**src/rtl/instruction_fetcher_pkg.sv**
```systemverilog
// Shared definitions for the instruction fetcher: RV32I control-flow opcodes,
// fetcher FSM encodings and the default address width.
package instruction_fetcher_pkg;

  localparam int ADDR_W_DEF = 17;

  // RV32I major opcodes the fetcher has to recognise before queueing
  localparam logic [6:0] OP_JAL    = 7'b1101111;
  localparam logic [6:0] OP_JALR   = 7'b1100111;
  localparam logic [6:0] OP_BRANCH = 7'b1100011;

  // Fetch sequencing states
  typedef enum logic [1:0] {
    ST_ISSUE     = 2'd0,  // pulse a request at pc
    ST_WAIT      = 2'd1,  // request outstanding, waiting for the word
    ST_PUSH      = 2'd2,  // word buffered, pushing into the queue
    ST_WAIT_JALR = 2'd3   // JALR queued, fetch parked until a redirect
  } fetch_state_e;

  function automatic logic [6:0] opcode_of(input logic [31:0] inst);
    return inst[6:0];
  endfunction

endpackage

```
**src/rtl/fetch_predecode.sv**
```systemverilog
// Combinational pre-decode of one RV32I word: classifies control flow,
// extracts the J/B immediates and forms the predicted and alternate PCs.
module fetch_predecode
  import instruction_fetcher_pkg::*;
#(
  parameter int ADDR_W = ADDR_W_DEF
) (
  input  logic [31:0]       inst_i,
  input  logic [ADDR_W-1:0] pc_i,
  input  logic              pred_take_i,
  output logic              is_jalr_o,
  output logic              take_o,
  output logic [ADDR_W-1:0] next_pc_o,
  output logic [ADDR_W-1:0] alt_pc_o
);

  logic [6:0]        opc;
  logic              is_jal;
  logic              is_branch;
  logic [ADDR_W-1:0] imm_j;
  logic [ADDR_W-1:0] imm_b;
  logic [ADDR_W-1:0] seq_pc;
  logic [ADDR_W-1:0] jal_tgt;
  logic [ADDR_W-1:0] br_tgt;

  assign opc       = opcode_of(inst_i);
  assign is_jal    = (opc == OP_JAL);
  assign is_branch = (opc == OP_BRANCH);
  assign is_jalr_o = (opc == OP_JALR);

  // Sign-extended immediates, truncated to the fetch address width; all
  // address arithmetic wraps silently modulo 2^ADDR_W.
  assign imm_j = ADDR_W'({{11{inst_i[31]}}, inst_i[31], inst_i[19:12],
                          inst_i[20], inst_i[30:21], 1'b0});
  assign imm_b = ADDR_W'({{19{inst_i[31]}}, inst_i[31], inst_i[7],
                          inst_i[30:25], inst_i[11:8], 1'b0});

  assign seq_pc  = pc_i + ADDR_W'(4);
  assign jal_tgt = pc_i + imm_j;
  assign br_tgt  = pc_i + imm_b;

  // Pick the followed path and the one downstream recovers to on a mispredict
  always_comb begin
    take_o    = 1'b0;
    next_pc_o = seq_pc;
    alt_pc_o  = seq_pc;
    if (is_jal) begin
      take_o    = 1'b1;
      next_pc_o = jal_tgt;
      alt_pc_o  = seq_pc;
    end else if (is_branch) begin
      take_o    = pred_take_i;
      next_pc_o = pred_take_i ? br_tgt : seq_pc;
      alt_pc_o  = pred_take_i ? seq_pc : br_tgt;
    end
  end

endmodule

```
**src/rtl/instruction_fetcher.sv**
```systemverilog
// Fetch front end: owns the fetch PC, keeps one I-cache request in flight,
// pre-decodes each returned word and pushes it into the instruction queue
// with its prediction, redirecting on flush.
module instruction_fetcher
  import instruction_fetcher_pkg::*;
#(
  parameter int                ADDR_W   = ADDR_W_DEF,
  parameter logic [ADDR_W-1:0] RESET_PC = '0
) (
  input  logic              clk,
  input  logic              rst,
  output logic              icache_req_valid,
  output logic [ADDR_W-1:0] icache_req_addr,
  input  logic              icache_resp_valid,
  input  logic [31:0]       icache_resp_inst,
  output logic [ADDR_W-1:0] pred_q_address,
  input  logic              pred_q_take,
  input  logic              iq_full,
  output logic              iq_push,
  output logic [31:0]       iq_inst,
  output logic [ADDR_W-1:0] iq_pc,
  output logic              iq_pred_take,
  output logic [ADDR_W-1:0] iq_alt_pc,
  input  logic              flush_en,
  input  logic [ADDR_W-1:0] flush_pc
);

  fetch_state_e      state_q, state_d;
  logic [ADDR_W-1:0] pc_q, pc_d;
  logic [31:0]       buf_inst_q, buf_inst_d;
  logic [ADDR_W-1:0] buf_pc_q, buf_pc_d;
  logic              discard_q, discard_d;

  logic              pd_is_jalr;
  logic              pd_take;
  logic [ADDR_W-1:0] pd_next_pc;
  logic [ADDR_W-1:0] pd_alt_pc;

  fetch_predecode #(
    .ADDR_W(ADDR_W)
  ) u_predecode (
    .inst_i     (buf_inst_q),
    .pc_i       (buf_pc_q),
    .pred_take_i(pred_q_take),
    .is_jalr_o  (pd_is_jalr),
    .take_o     (pd_take),
    .next_pc_o  (pd_next_pc),
    .alt_pc_o   (pd_alt_pc)
  );

  // State and datapath registers
  always_ff @(posedge clk) begin
    if (rst) begin
      state_q    <= ST_ISSUE;
      pc_q       <= RESET_PC;
      buf_inst_q <= '0;
      buf_pc_q   <= '0;
      discard_q  <= 1'b0;
    end else begin
      state_q    <= state_d;
      pc_q       <= pc_d;
      buf_inst_q <= buf_inst_d;
      buf_pc_q   <= buf_pc_d;
      discard_q  <= discard_d;
    end
  end

  // Next-state: flush overrides everything; a flush while a request is in
  // flight arms discard so the stale word is dropped when it lands.
  always_comb begin
    state_d    = state_q;
    pc_d       = pc_q;
    buf_inst_d = buf_inst_q;
    buf_pc_d   = buf_pc_q;
    discard_d  = discard_q;
    if (flush_en) begin
      pc_d = flush_pc;
      case (state_q)
        ST_WAIT: begin
          if (icache_resp_valid) begin
            discard_d = 1'b0;
            state_d   = ST_ISSUE;
          end else begin
            discard_d = 1'b1;
          end
        end
        default: state_d = ST_ISSUE;
      endcase
    end else begin
      case (state_q)
        ST_ISSUE: state_d = ST_WAIT;
        ST_WAIT: begin
          if (icache_resp_valid) begin
            if (discard_q) begin
              discard_d = 1'b0;
              state_d   = ST_ISSUE;
            end else begin
              buf_inst_d = icache_resp_inst;
              buf_pc_d   = pc_q;
              state_d    = ST_PUSH;
            end
          end
        end
        ST_PUSH: begin
          if (!iq_full) begin
            if (pd_is_jalr) begin
              state_d = ST_WAIT_JALR;
            end else begin
              pc_d    = pd_next_pc;
              state_d = ST_ISSUE;
            end
          end
        end
        default: state_d = ST_WAIT_JALR;
      endcase
    end
  end

  // Outputs: all quiet in reset; buffered word is presented throughout PUSH
  always_comb begin
    icache_req_valid = 1'b0;
    icache_req_addr  = '0;
    pred_q_address   = '0;
    iq_push          = 1'b0;
    iq_inst          = '0;
    iq_pc            = '0;
    iq_pred_take     = 1'b0;
    iq_alt_pc        = '0;
    if (!rst) begin
      case (state_q)
        ST_ISSUE: begin
          icache_req_valid = !flush_en;
          icache_req_addr  = pc_q;
        end
        ST_PUSH: begin
          pred_q_address = buf_pc_q;
          iq_inst        = buf_inst_q;
          iq_pc          = buf_pc_q;
          iq_pred_take   = pd_take;
          iq_alt_pc      = pd_alt_pc;
          iq_push        = !iq_full && !flush_en;
        end
        default: ;
      endcase
    end
  end

endmodule

```
**config.mk**
```make
export PLATFORM = sky130hd
export DESIGN_NAME = instruction_fetcher
export DESIGN_NICKNAME = d
export VERILOG_FILES = /design/src/rtl/instruction_fetcher_pkg.sv /design/src/rtl/fetch_predecode.sv /design/src/rtl/instruction_fetcher.sv
export SDC_FILE = /design/constraint.sdc
export NUM_CORES = 1
export LEC_CHECK = 0
export ABC_AREA = 0
export BUFFER_PORTS_ARGS = -buffer_cell sky130_fd_sc_hd__buf_2
export CAP_MARGIN = 20
export CORE_MARGIN = 2
export CORE_UTILIZATION = 45
export CTS_CLUSTER_SIZE = 10
export DETAILED_ROUTE_END_ITERATION = 8
export PLACE_DENSITY_LB_ADDON = 0.3
export SKIP_LAST_GASP = 1
export SLEW_MARGIN = 25
export SYNTH_ARGS = -nofsm -noshare
export SYNTH_HDL_FRONTEND = slang
export SYNTH_SLANG_ARGS = --single-unit
```
**constraint.sdc**
```tcl
create_clock -name clk -period 3.59 [get_ports clk]
set_input_delay 0.718 -clock clk [delete_from_list [all_inputs] [get_ports clk]]
set_output_delay 0.718 -clock clk [all_outputs]
set_load 0.01 [all_outputs]
```
## Word-level counts from Yosys, hierarchy flattened

Index checks and enable logic that the tools add are counted.

- $add $sub $neg: 3
- Eq/ne operators: 9
- Muxes and demuxes: 39
- Bitwise logic cells: 2
- Reductions and logical operators: 10

Operators with widths:

| cell | count |
|---|---|
| 17-bit two-way mux | 16 |
| 32-bit two-way mux | 2 |
| 17-bit adder | 2 |
| 7-bit == test (second input constant) | 3 |
| 17-bit by 3-bit adder with 17-bit output (second input constant) | 1 |
| 2-bit two-way mux | 7 |
| 1-bit two-way mux | 13 |
| 2-bit one-hot mux with 3 select lines | 1 |
| 2-bit inequality test (second input constant) | 2 |
| 2-bit AND reduction | 2 |
| 4-bit AND reduction | 1 |
| 2-bit nonzero test | 2 |
| 3-bit inequality test (second input constant) | 1 |
| 3-bit AND reduction | 1 |
| 2-bit by 1-bit == test with 1-bit output (second input constant) | 1 |
| 2-bit == test (second input constant) | 1 |
| 1-bit zero test | 2 |
| 2-bit zero test | 1 |
| 2-bit by 1-bit inequality test with 1-bit output (second input constant) | 1 |
| 1-bit inverter | 2 |
| 1-bit logical AND | 1 |

- Register bits after elaboration: 69
- Bits of input ports: 55
- Output and inout port bits: 103
- Logic and storage cells: 68

## Longest topological paths before layout

Gate-level depths: netlist of the first run.

- Depth after elaboration: 8
- Mapped depth: 10
- Gate-level depth less buffers: 10

## By module

A second synthesis of the first run with hierarchy kept.

- Cells, all modules: 715
- Area total of the unflattened synthesis: 5997.0 um^2

By module, submodules not included:

| module | times used | cells an instance | area each (um^2) | seq. area each (um^2) |
|---|---|---|---|---|
| instruction_fetcher | 1 | 428 | 3938.8 | 1381.3 |
| fetch_predecode | 1 | 287 | 2058.2 | 0.0 |

## Worst setup path before layout of the first run

OpenSTA, ideal clock, no wires.

- Kind: reg-to-output
- Start: register buf_pc_q[7]
- End: output iq_alt_pc[12]
- Arrival time: 2103 ps
- Required time: 2872 ps
- Path slack: 769 ps
- Cell stages (with the launch flop): 10
- Path buffers: 1
- Cells stage by stage: dfxtp_1 ha_1 buf_6 a2111oi_4 o21ai_1 and2_1 a21oi_1 xnor2_1 nor2_1 a211oi_1

- Cells in the longest elaborated chain, start to end: 6
- Elaborated cells between the ends (all ways): 7
- Classes of those cells: 2 x add/sub; 5 x mux

Ends and longest elaborated chain:

| what | line | source |
|---|---|---|
| start: declaration | instruction_fetcher.sv:31 | `logic [ADDR_W-1:0] buf_pc_q, buf_pc_d;` |
| start signal: assignment | instruction_fetcher.sv:63 | `buf_pc_q <= buf_pc_d;` |
| 17-bit adder / 17-bit by 3-bit adder with 17-bit output (equally long branches) | fetch_predecode.sv:40, fetch_predecode.sv:38 |  |
| 17-bit two-way mux | fetch_predecode.sv:54 | `alt_pc_o = pred_take_i ? seq_pc : br_tgt;` |
| 17-bit two-way mux | fetch_predecode.sv:51 | `end else if (is_branch) begin` |
| 17-bit two-way mux (*) | fetch_predecode.sv:47 | `if (is_jal) begin` |
| 17-bit two-way mux (*) | instruction_fetcher.sv:130 | `case (state_q)` |
| 17-bit two-way mux (*) | instruction_fetcher.sv:129 | `if (!rst) begin` |
| end: declaration | instruction_fetcher.sv:23 | `output logic [ADDR_W-1:0] iq_alt_pc,` |

Mark *: on every way between the ends. The rest lies on a longest branch, timed or not.

## Worst setup path after layout of the first run

- Start: register buf_pc_q[8]
- End: output iq_alt_pc[13]

Same word-level chain as after synthesis.

==> results.ini, run 1 <==
[min_path]
hp-start=buf_inst_q[17]
min_path_type=flop to flop
holdPathEnd=buf_inst_q[17]
min_path_cells=2

[detailed_routing]
ant_nets=0
drc_errors=0
wl_per_cell_um=19.02
dr_total_vias=6119
drt-total-wl_mm=19.63
drt_iter0_markers=504
viasPerCell=5.929
first_pass_iters=5

[die]
dieArea_um2=13180
io_pins=158
start_util_pct=46.01
core-area_um2=12010
die_w_um=114.8
die_h_um=114.8
row_count=40

[clock_tree]
clock-sinks=69
cts_setup_buffers=0
cts_buffer_depth=2
root_buffer=clkbuf_16
insertion_delay_ps=340
cts_inserted_buffers=9
h-tree-depth=3
cts_tree=built
cts.reportedPaths.clkPinSlew_ps=60

[logic_synthesis]
synthFlopType=dfxtp_1
netlist.area_leader.share_pct=24.99
syn_area_um2=5527
synthArstFlopShare_pct=0
synth_edf_count=0
synth_area_leader_cell=dfxtp_1
yosys-top-cells-area=dfxtp_1 (25%), nand2_1 (9.4%), a21oi_1 (8.3%)
synthesis.nets=840
ys_seq_area_share_pct=24.99
synth_area_per_cell_um2=7.291
synth_seq_cells=69
ys_warn_count=0
yosysUniqueCellTypes=74
synthCells=758

[sta]
fmax_mhz=287.5
rsz0062_at_grt=yes
tightest_slew_ps=689.7
setup_viol=0
period_minus_slack_ps=3478
slew_viol_final=0
period_share_pct=96.89
finalSetupTns_ps=0
finalHoldViolCount=0
skew_ps=5.593
maxSlewHeadroom_pct=54.02

[setup_path]
end_kind=output pin
r2r-start=buf_pc_q[1]
reg2reg_slack_ps=620
r2r-end=pc_q[11]
cp.arrival_ps=2760
crit_chain=ha_2, a21oi_1, o21ai_1, or3_1, o22ai_1, xnor2_1, nor2_1, a211oi_1, buf_2
crit_path_max_incr_delay_ps=480
crit_type=flop to output pin
crit_path_start_kind=flop
cp_max_fo=8
cp_data_required_time_ps=2870
r2r_cells=10
cpMaxStageDelayCell=dfxtp_1

[placement]
io_buffers=157
gp_congestion=0.9716
dpl_cell_area_um2=6327
post-dp-hpwl_mm=14.73

[global_routing]
grt_overflow=0
grt_usage_pct=29.66
antenna_found_initial=1
grt_pass1_vias=5556
grt_max_degree=47
grt_pass1_wl_mm=30.28

[layout]
drive_gt1_share_pct=26.78
post-route-util_pct=55.85
diodes=0
fin_nets=962
final_area_um2=6709
synthToLayoutAreaGrowth_pct=21.39
fill_cells=1175

[power_and_ir_drop]
total_power_mw=2.027
vdd_drop_max_v=0.0002347
leakage_nw=3.127
p_per_area_nw_per_um2=302.1

[job]
maxCapViolations=0

[outcome]
status=finished clean

==> metrics by stage <==
stage	std cells	worst slack, ps	hold slack, ps
after floorplan	758	769.2	432.1
after global placement	1016	385.3	441.5
after detailed placement	1016	342.7	448.3
after CTS	1032	54.73	456.1
after global routing	1032	-51.61	476.8
final	1032	111.7	455.4
==> cell usage after synthesis (7+ instances only) <==
library cell / number
dfxtp_1: 69
a21o_1: 7
inv_1: 9
or3_1: 8
xnor2_1: 20
and3_1: 51
buf_4: 21
nand2_1: 139
xor2_1: 10
o21ai_0: 27
nor3_1: 16
buf_2: 15
a211oi_1: 16
ha_1: 25
a21oi_1: 92
and2_1: 23
clkbuf_1: 31
nor2_1: 56
nand3_1: 8
o21ai_1: 9
==> cell families (layout without fill, tap and decap cells) <==
kind of cell	count (synthesis)	after routing	share of synthesized area, %
simple gates	332	332	29.64
compound gates	214	214	25.49
buf+inv	80	207	7.607
flops	69	69	24.99
xor+xnor	30	30	4.754
fa+ha+maj	27	27	6.384
mux	6	6	1.132
==> routing by layer <==
metal / GRT usage [%] / vias up / share of wire [%]
met1: 39.57 / 2861 / 43
met2: 48.99 / 291 / 46
met3: 4.164 / 39 / 7.5
met4: 10.92 / 0 / 3.0
li1: - / 2928 / -
met5: 0 / - / 0
==> sequential cells by signal, indices dropped and copies added, names as in the netlist <==
| register | count |
|---|---|
| buf_inst_q | 32 |
| discard_q | 1 |
| pc_q | 17 |
| state_q | 2 |
| buf_pc_q | 17 |
==> where the power goes <==
| part | internal [mW] | total (mW) | switching [mW] | leakage, nW |
|---|---|---|---|---|
| Clock | 0.630 | 0.988 | 0.358 | 0.160 |
| Sequential | 0.791 | 0.816 | 0.0255 | 0.563 |
| Combinational | 0.0854 | 0.222 | 0.137 | 2.40 |
==> how the worst max path moves through the flow <==
stage                 from       endpoint  depth (start not counted)
6_report       buf_pc_q[8]  iq_alt_pc[13]                          9
5_1_grt        buf_pc_q[8]  iq_alt_pc[14]                          9
4_1_cts        buf_pc_q[1]  iq_alt_pc[15]                         10
3_5_place_dp   buf_pc_q[8]  iq_alt_pc[14]                          9
3_3_place_gp   buf_pc_q[8]  iq_alt_pc[14]                          9
2_1_floorplan  buf_pc_q[7]  iq_alt_pc[12]                          9
==> worst max-delay path: cells and delay by family (launching register included) <==
kind	cells	cell delay [ps]
AO/OA/AOI/OAI	4	730
XOR/XNOR	1	220
adder cells (fa/ha/maj)	1	400
buffers and inverters	1	160
flip-flops	1	480
AND/OR/NAND/NOR	2	430
==> cell usage in the layout (no fill, tap or decap), types with 6 or more instances in the layout <==
| cell | count |
|---|---|
| xnor2_1 | 19 |
| nand2_1 | 139 |
| ha_1 | 21 |
| xor2_1 | 8 |
| a21o_1 | 7 |
| buf_4 | 22 |
| clkbuf_16 | 9 |
| and2_1 | 23 |
| o22ai_1 | 6 |
| and3_1 | 51 |
| inv_1 | 9 |
| buf_2 | 157 |
| dfxtp_1 | 65 |
| nor2_1 | 55 |
| or3_1 | 8 |
| nand3_1 | 8 |
| a21oi_1 | 90 |
| o21ai_0 | 27 |
| nor3_1 | 15 |
| o21ai_1 | 9 |
| a211oi_1 | 16 |
==> area by class of cell <==
class | instances | area [um2] | share of cell area (%)
multi-input combinational | 609 | 3785 | 56.42
sequential | 69 | 1386 | 20.66
timing repair buffer | 181 | 991.0 | 14.77
clock buffer | 11 | 242.7 | 3.618
tap | 147 | 183.9 | 2.742
clock inverter | 5 | 82.58 | 1.231
inverter | 10 | 37.54 | 0.5595
==> repair_timing <==
item	in CTS	in global routing
hold endpoints to repair	0	0
pin swaps	0	1
hold buffers	0	0
gates resized for setup	1	14
endpoints found under the setup margin	1	8
No activity file was read; power rests on OpenSTA's default activity.
==> run 2, diff against run 1 <==
ABC_AREA = 1   (was 0)
CTS_BUF_LIST = sky130_fd_sc_hd__clkbuf_16   (was not set)
CTS_CLUSTER_DIAMETER = 30   (was not set)
==> run 2 against run 1 <==
Effect of this change: maximum frequency rose by 5.1%; clock skew rose by 1.3 ps; synthesized area rose by 6.8%; sequential power rose by 2.8%; sequential cell count did not move; clock power fell by 9.1%; global-route usage fell by 2.2 points; die area rose by 6.6%; register-to-register slack improved by 400 ps; wire length fell by 1.4%; setup slack improved by 170 ps; sequential share of layout area fell by 0.67 points; critical endpoint is now iq_alt_pc[7].
==> results.ini, run 2 <==
[outcome]
status=finished clean

[placement]
io_buffers=157
post-dp-hpwl_mm=15.32
gp_congestion=0.9891
dpl_cell_area_um2=6619
place_ws_ps=694.0
placed_cells=1250

[detailed_routing]
drt_iter0_markers=449
ant_nets=0
first_pass_iters=5
drt-total-wl_mm=19.35
wl_per_cell_um=15.30
dr_total_vias=6667
viasPerCell=5.270
drc_errors=0

[clock_tree]
insertion_delay_ps=350
cts_buffer_depth=2
cts.reportedPaths.clkPinSlew_ps=60
h-tree-depth=3
root_buffer=clkbuf_16
clock-sinks=69
cts_setup_buffers=0
hold_buffers=0
cts_inserted_buffers=9
cts_tree=built
cts_resized=0

[logic_synthesis]
synth_area_per_cell_um2=6.086
synth_edf_count=0
synth_seq_cells=69
syn_area_um2=5903
ys_seq_area_share_pct=23.40
yosysMostFrequentCell=nand2_1
synthFlopType=dfxtp_1
ys_warn_count=0
synthArstFlopShare_pct=0
synthesis.nets=1052
yosys-top-cells-area=dfxtp_1 (23%), nand2_1 (14%), nor2_1 (10%)
synthCells=970
netlist.area_leader.share_pct=23.40
yosysUniqueCellTypes=48
synth_area_leader_cell=dfxtp_1
synth_top_cells_by_count=nand2_1 (221), nor2_1 (162), inv_1 (79)

[global_routing]
grt_pass1_vias=6027
antenna_found_initial=0
grt_pass1_wl_mm=30.91
grt_max_degree=45
grt_usage_pct=27.51
grt_overflow=0

[die]
start_util_pct=46.40
die_h_um=118.5
dieArea_um2=14050
core-area_um2=12720
io_pins=158
row_count=41
die_w_um=118.5

[layout]
largest-register=buf_inst_q
diodes=0
synthToLayoutAreaGrowth_pct=17.04
drive_gt1_share_pct=22.05
final_area_um2=6909
fin_nets=1171
largest_reg_flops=32
final_cells=1265
top_regs=buf_inst_q x32, buf_pc_q x17, pc_q x17
final_cell_mix=nand2_1 (221), nor2_1 (162), buf_2 (157), inv_1 (78), nand3_1 (78)
mostFrequentLayoutCell=nand2_1
post-route-util_pct=54.31

[setup_path]
cp_max_fo=4
crit_type=flop to output pin
cp.arrival_ps=2590
end_kind=output pin
crit_path_start_kind=flop
cp_data_required_time_ps=2870

[power_and_ir_drop]
vdd_drop_max_v=0.0002012
p_per_area_nw_per_um2=294.7
total_power_mw=2.036
leakage_nw=3.545

[sta]
holdWs_ps=463.0
tightest_slew_ps=730.9
maxSlewHeadroom_pct=51.10
period_minus_slack_ps=3310
setup_viol=0
setup_ws_ps=280.0
skew_ps=6.878
fmax_mhz=302.1
finalHoldViolCount=0
rsz0062_at_grt=no
period_share_pct=92.20
finalSetupTns_ps=0
slew_viol_final=0

[min_path]
min_path_type=flop to flop

[job]
maxCapViolations=0

[run 2: changes by cell type in the layout (fill, tap and decap cells not counted), moves of 14 or more]
cell,change
nor2_1,+107
o21ai_0,+44
xnor2_1,-15
a21oi_1,-21
a211oi_1,-16
buf_4,-14
and2_1,-22
nand3_1,+70
inv_1,+69
inv_2,+14
nand2_1,+82
and3_1,-51
[run 2: worst max-delay path, stage by stage (launching register included)]
cell     delay [ps]
dfxtp_1         330
ha_1            240
fa_1            470
nand3_1         110
nand3_1         230
nand2_1         120
nand2_1         130
xor2_1          200
o21ai_1         210
inv_1            70
buf_2           140
[run 2: cells by family after synthesis]
| family | count (synthesis) | synth area share, % |
|---|---|---|
| compound gates | 175 | 15.96 |
| fa+ha+maj | 27 | 5.977 |
| simple gates | 527 | 39.72 |
| flops | 69 | 23.40 |
| xor+xnor | 19 | 2.819 |
| buf+inv | 153 | 12.12 |
[run 2: final cells by class]
| class | instances | area, um2 |
|---|---|---|
| fill | 1386 | 5813 |
| tap | 172 | 215.2 |
| inverter | 96 | 370.4 |
| multi-input combinational | 748 | 3806 |
| clock buffer | 9 | 225.2 |
| clock inverter | 6 | 65.06 |
| timing repair buffer | 165 | 845.8 |
| sequential | 69 | 1381 |
[run 2: where the power goes]
part	internal, mW	total (mW)	switching [mW]
Combinational	0.109	0.299	0.189
Clock	0.533	0.898	0.365
Sequential	0.802	0.839	0.0365
[run 2: metal layers]
metal  share of wire [%]  wire length (um)  track usage (%)
met5                   0                 0                0
met4                 2.0               388            8.854
met3                 5.7              1111            4.633
met1                  46              8980            37.44
met2                  46              8869            44.15
[run 2: worst paths after layout]
| check | start | end | slack (ps) | cells past startpoint |
|---|---|---|---|---|
| setup reg to reg | buf_pc_q[2] | pc_q[15] | 1020 | 14 |
| hold reg to reg | buf_inst_q[4] | buf_inst_q[4] | 460 | 2 |
| hold / removal | buf_inst_q[4] | buf_inst_q[4] | 460 | 2 |
| setup / recovery | buf_inst_q[8] | iq_alt_pc[7] | 280 | 10 |
==> run 3, diff against run 2 <==
PLACE_DENSITY = 0.73   (was not set)
PLACE_DENSITY_LB_ADDON = not set   (was 0.3)
==> run 3 against run 2 <==
Effect of this change: wire length down 0.37%; critical path type unchanged; clock power up 6.7%; power up 3.0%; via count up 0.18%; sequential share of layout area down 0.090 points; design area up 0.45%; maximum frequency up 1.9%; clock skew up 0.73 ps; critical endpoint unchanged; non-clock buffer count up 1.
==> results.ini, run 3 (synthesis results as in run 2) <==
[outcome]
status=finished clean

[detailed_routing]
wl_per_cell_um=15.22
viasPerCell=5.272
drt_iter0_markers=588
drc_errors=0
dr_total_vias=6679
first_pass_iters=5
drt-total-wl_mm=19.28
ant_nets=0

[global_routing]
grt_usage_pct=26.97
grt_pass1_vias=5987
grt_pass1_wl_mm=30.37
grt_max_degree=48
antenna_found_initial=0
grt_overflow=0

[sta]
setup_viol=0
tightest_slew_ps=691.7
finalHoldViolCount=0
fmax_mhz=307.9
finalSetupTns_ps=0
holdWs_ps=464.8
rsz0062_at_grt=no
skew_ps=7.607
slew_viol_final=0
maxSlewHeadroom_pct=53.77
period_minus_slack_ps=3248
period_share_pct=90.48

[setup_path]
cp_data_required_time_ps=2870
cpMaxStageDelayCell=fa_1
cp.arrival_ps=2530
crit_type=flop to output pin
r2r-start=buf_pc_q[2]
crit_path_max_incr_delay_ps=450
worstSetupStartpoint=buf_inst_q[8]
reg2reg_slack_ps=1020
crit_path_start_kind=flop
r2r-end=pc_q[15]
cp_max_fo=4
end_kind=output pin
worstSetupEndpoint=iq_alt_pc[7]
crit_chain=ha_1, fa_1, nand3_1, nand3_1, nand2_1, nand2_1, xor2_1, o21ai_1, inv_1, buf_2
r2r_cells=14

[min_path]
hp-start=buf_inst_q[4]
min_path_type=flop to flop

[die]
dieArea_um2=14050
die_w_um=118.5
core-area_um2=12720
start_util_pct=46.40
row_count=41
io_pins=158
die_h_um=118.5

[clock_tree]
h-tree-depth=3
cts_buffer_depth=2
clock-sinks=69
cts_setup_buffers=0
cts_inserted_buffers=9
hold_buffers=0
insertion_delay_ps=350
cts_tree=built
cts_resized=0
cts.reportedPaths.clkPinSlew_ps=60
root_buffer=clkbuf_16

[layout]
fill_cells=1380
mostFrequentLayoutCell=nand2_1
diodes=0
largest-register=buf_inst_q
synthToLayoutAreaGrowth_pct=17.57
fin_nets=1172
drive_gt1_share_pct=22.01
final_cell_mix=nand2_1 (221), nor2_1 (162), buf_2 (157), inv_1 (78), nand3_1 (78)
top_regs=buf_inst_q x32, buf_pc_q x17, pc_q x17
final_cells=1267
largest_reg_flops=32

[power_and_ir_drop]
p_per_area_nw_per_um2=302.2
total_power_mw=2.097
vdd_drop_max_v=0.0002318
leakage_nw=3.559

[placement]
io_buffers=157
post-dp-hpwl_mm=15.26
placed_cells=1251
gp_congestion=1.031

[job]
maxCapViolations=0

## run 3: cell count changes in the layout (fill, tap and decap cells not counted)
cell | before | now
buf_4 | 8 | 9
clkinv_2 | 2 | 1
inv_6 | 1 | 2
clkinv_4 | 3 | 1
bufinv_16 | 1 | 2
clkinv_1 | 1 | 3
## run 3: per-layer routing
metal,wire [um],global-route usage (%)
met4,646,12.20
met1,8607,35.88
met2,8650,42.71
met5,0,0
met3,1374,4.344
## run 3: worst min path at each step
stage	end	slack, ps	cells past startpoint
final	buf_inst_q[4]	460	2
after floorplan	buf_inst_q[4]	430	2
after CTS	buf_inst_q[4]	470	2
after global routing	buf_inst_q[4]	490	2
after detailed placement	buf_inst_q[4]	460	2
after global placement	buf_inst_q[4]	460	2
## run 3: area by class of cell
cell class / instances / area (um2) / area share [%]
clock inverter: 7 / 88.84 / 1.280
timing repair buffer: 166 / 853.3 / 12.29
sequential: 69 / 1381 / 19.90
multi-input combinational: 748 / 3806 / 54.84
clock buffer: 9 / 225.2 / 3.245
inverter: 96 / 370.4 / 5.336
tap: 172 / 215.2 / 3.101
## run 3: stage by stage
step / util [%] / instance area [um2] / worst slack, ps
finish: 54.55 / 6940 / 341.9
CTS: 54.55 / 6940 / 376.6
global route: 54.55 / 6940 / 211.0
global placement: 52.09 / 6626 / 720.6
floorplan: - / 5903 / 1154
detailed placement: 52.09 / 6626 / 754.5
## run 3: report_power, final
group,internal (mW),leakage (nW),switching [mW]
combinational,0.110,2.85,0.191
clock,0.604,0.151,0.353
sequential,0.802,0.562,0.0366
## run 3: worst max-delay path, delay by kind of cell (launching register included)
kind / cells / cell delay [ps]
flip-flops: 1 / 320
XOR/XNOR: 1 / 270
AO/OA/AOI/OAI: 1 / 120
adder cells (fa/ha/maj): 2 / 690
AND/OR/NAND/NOR: 4 / 590
buffers and inverters: 2 / 180
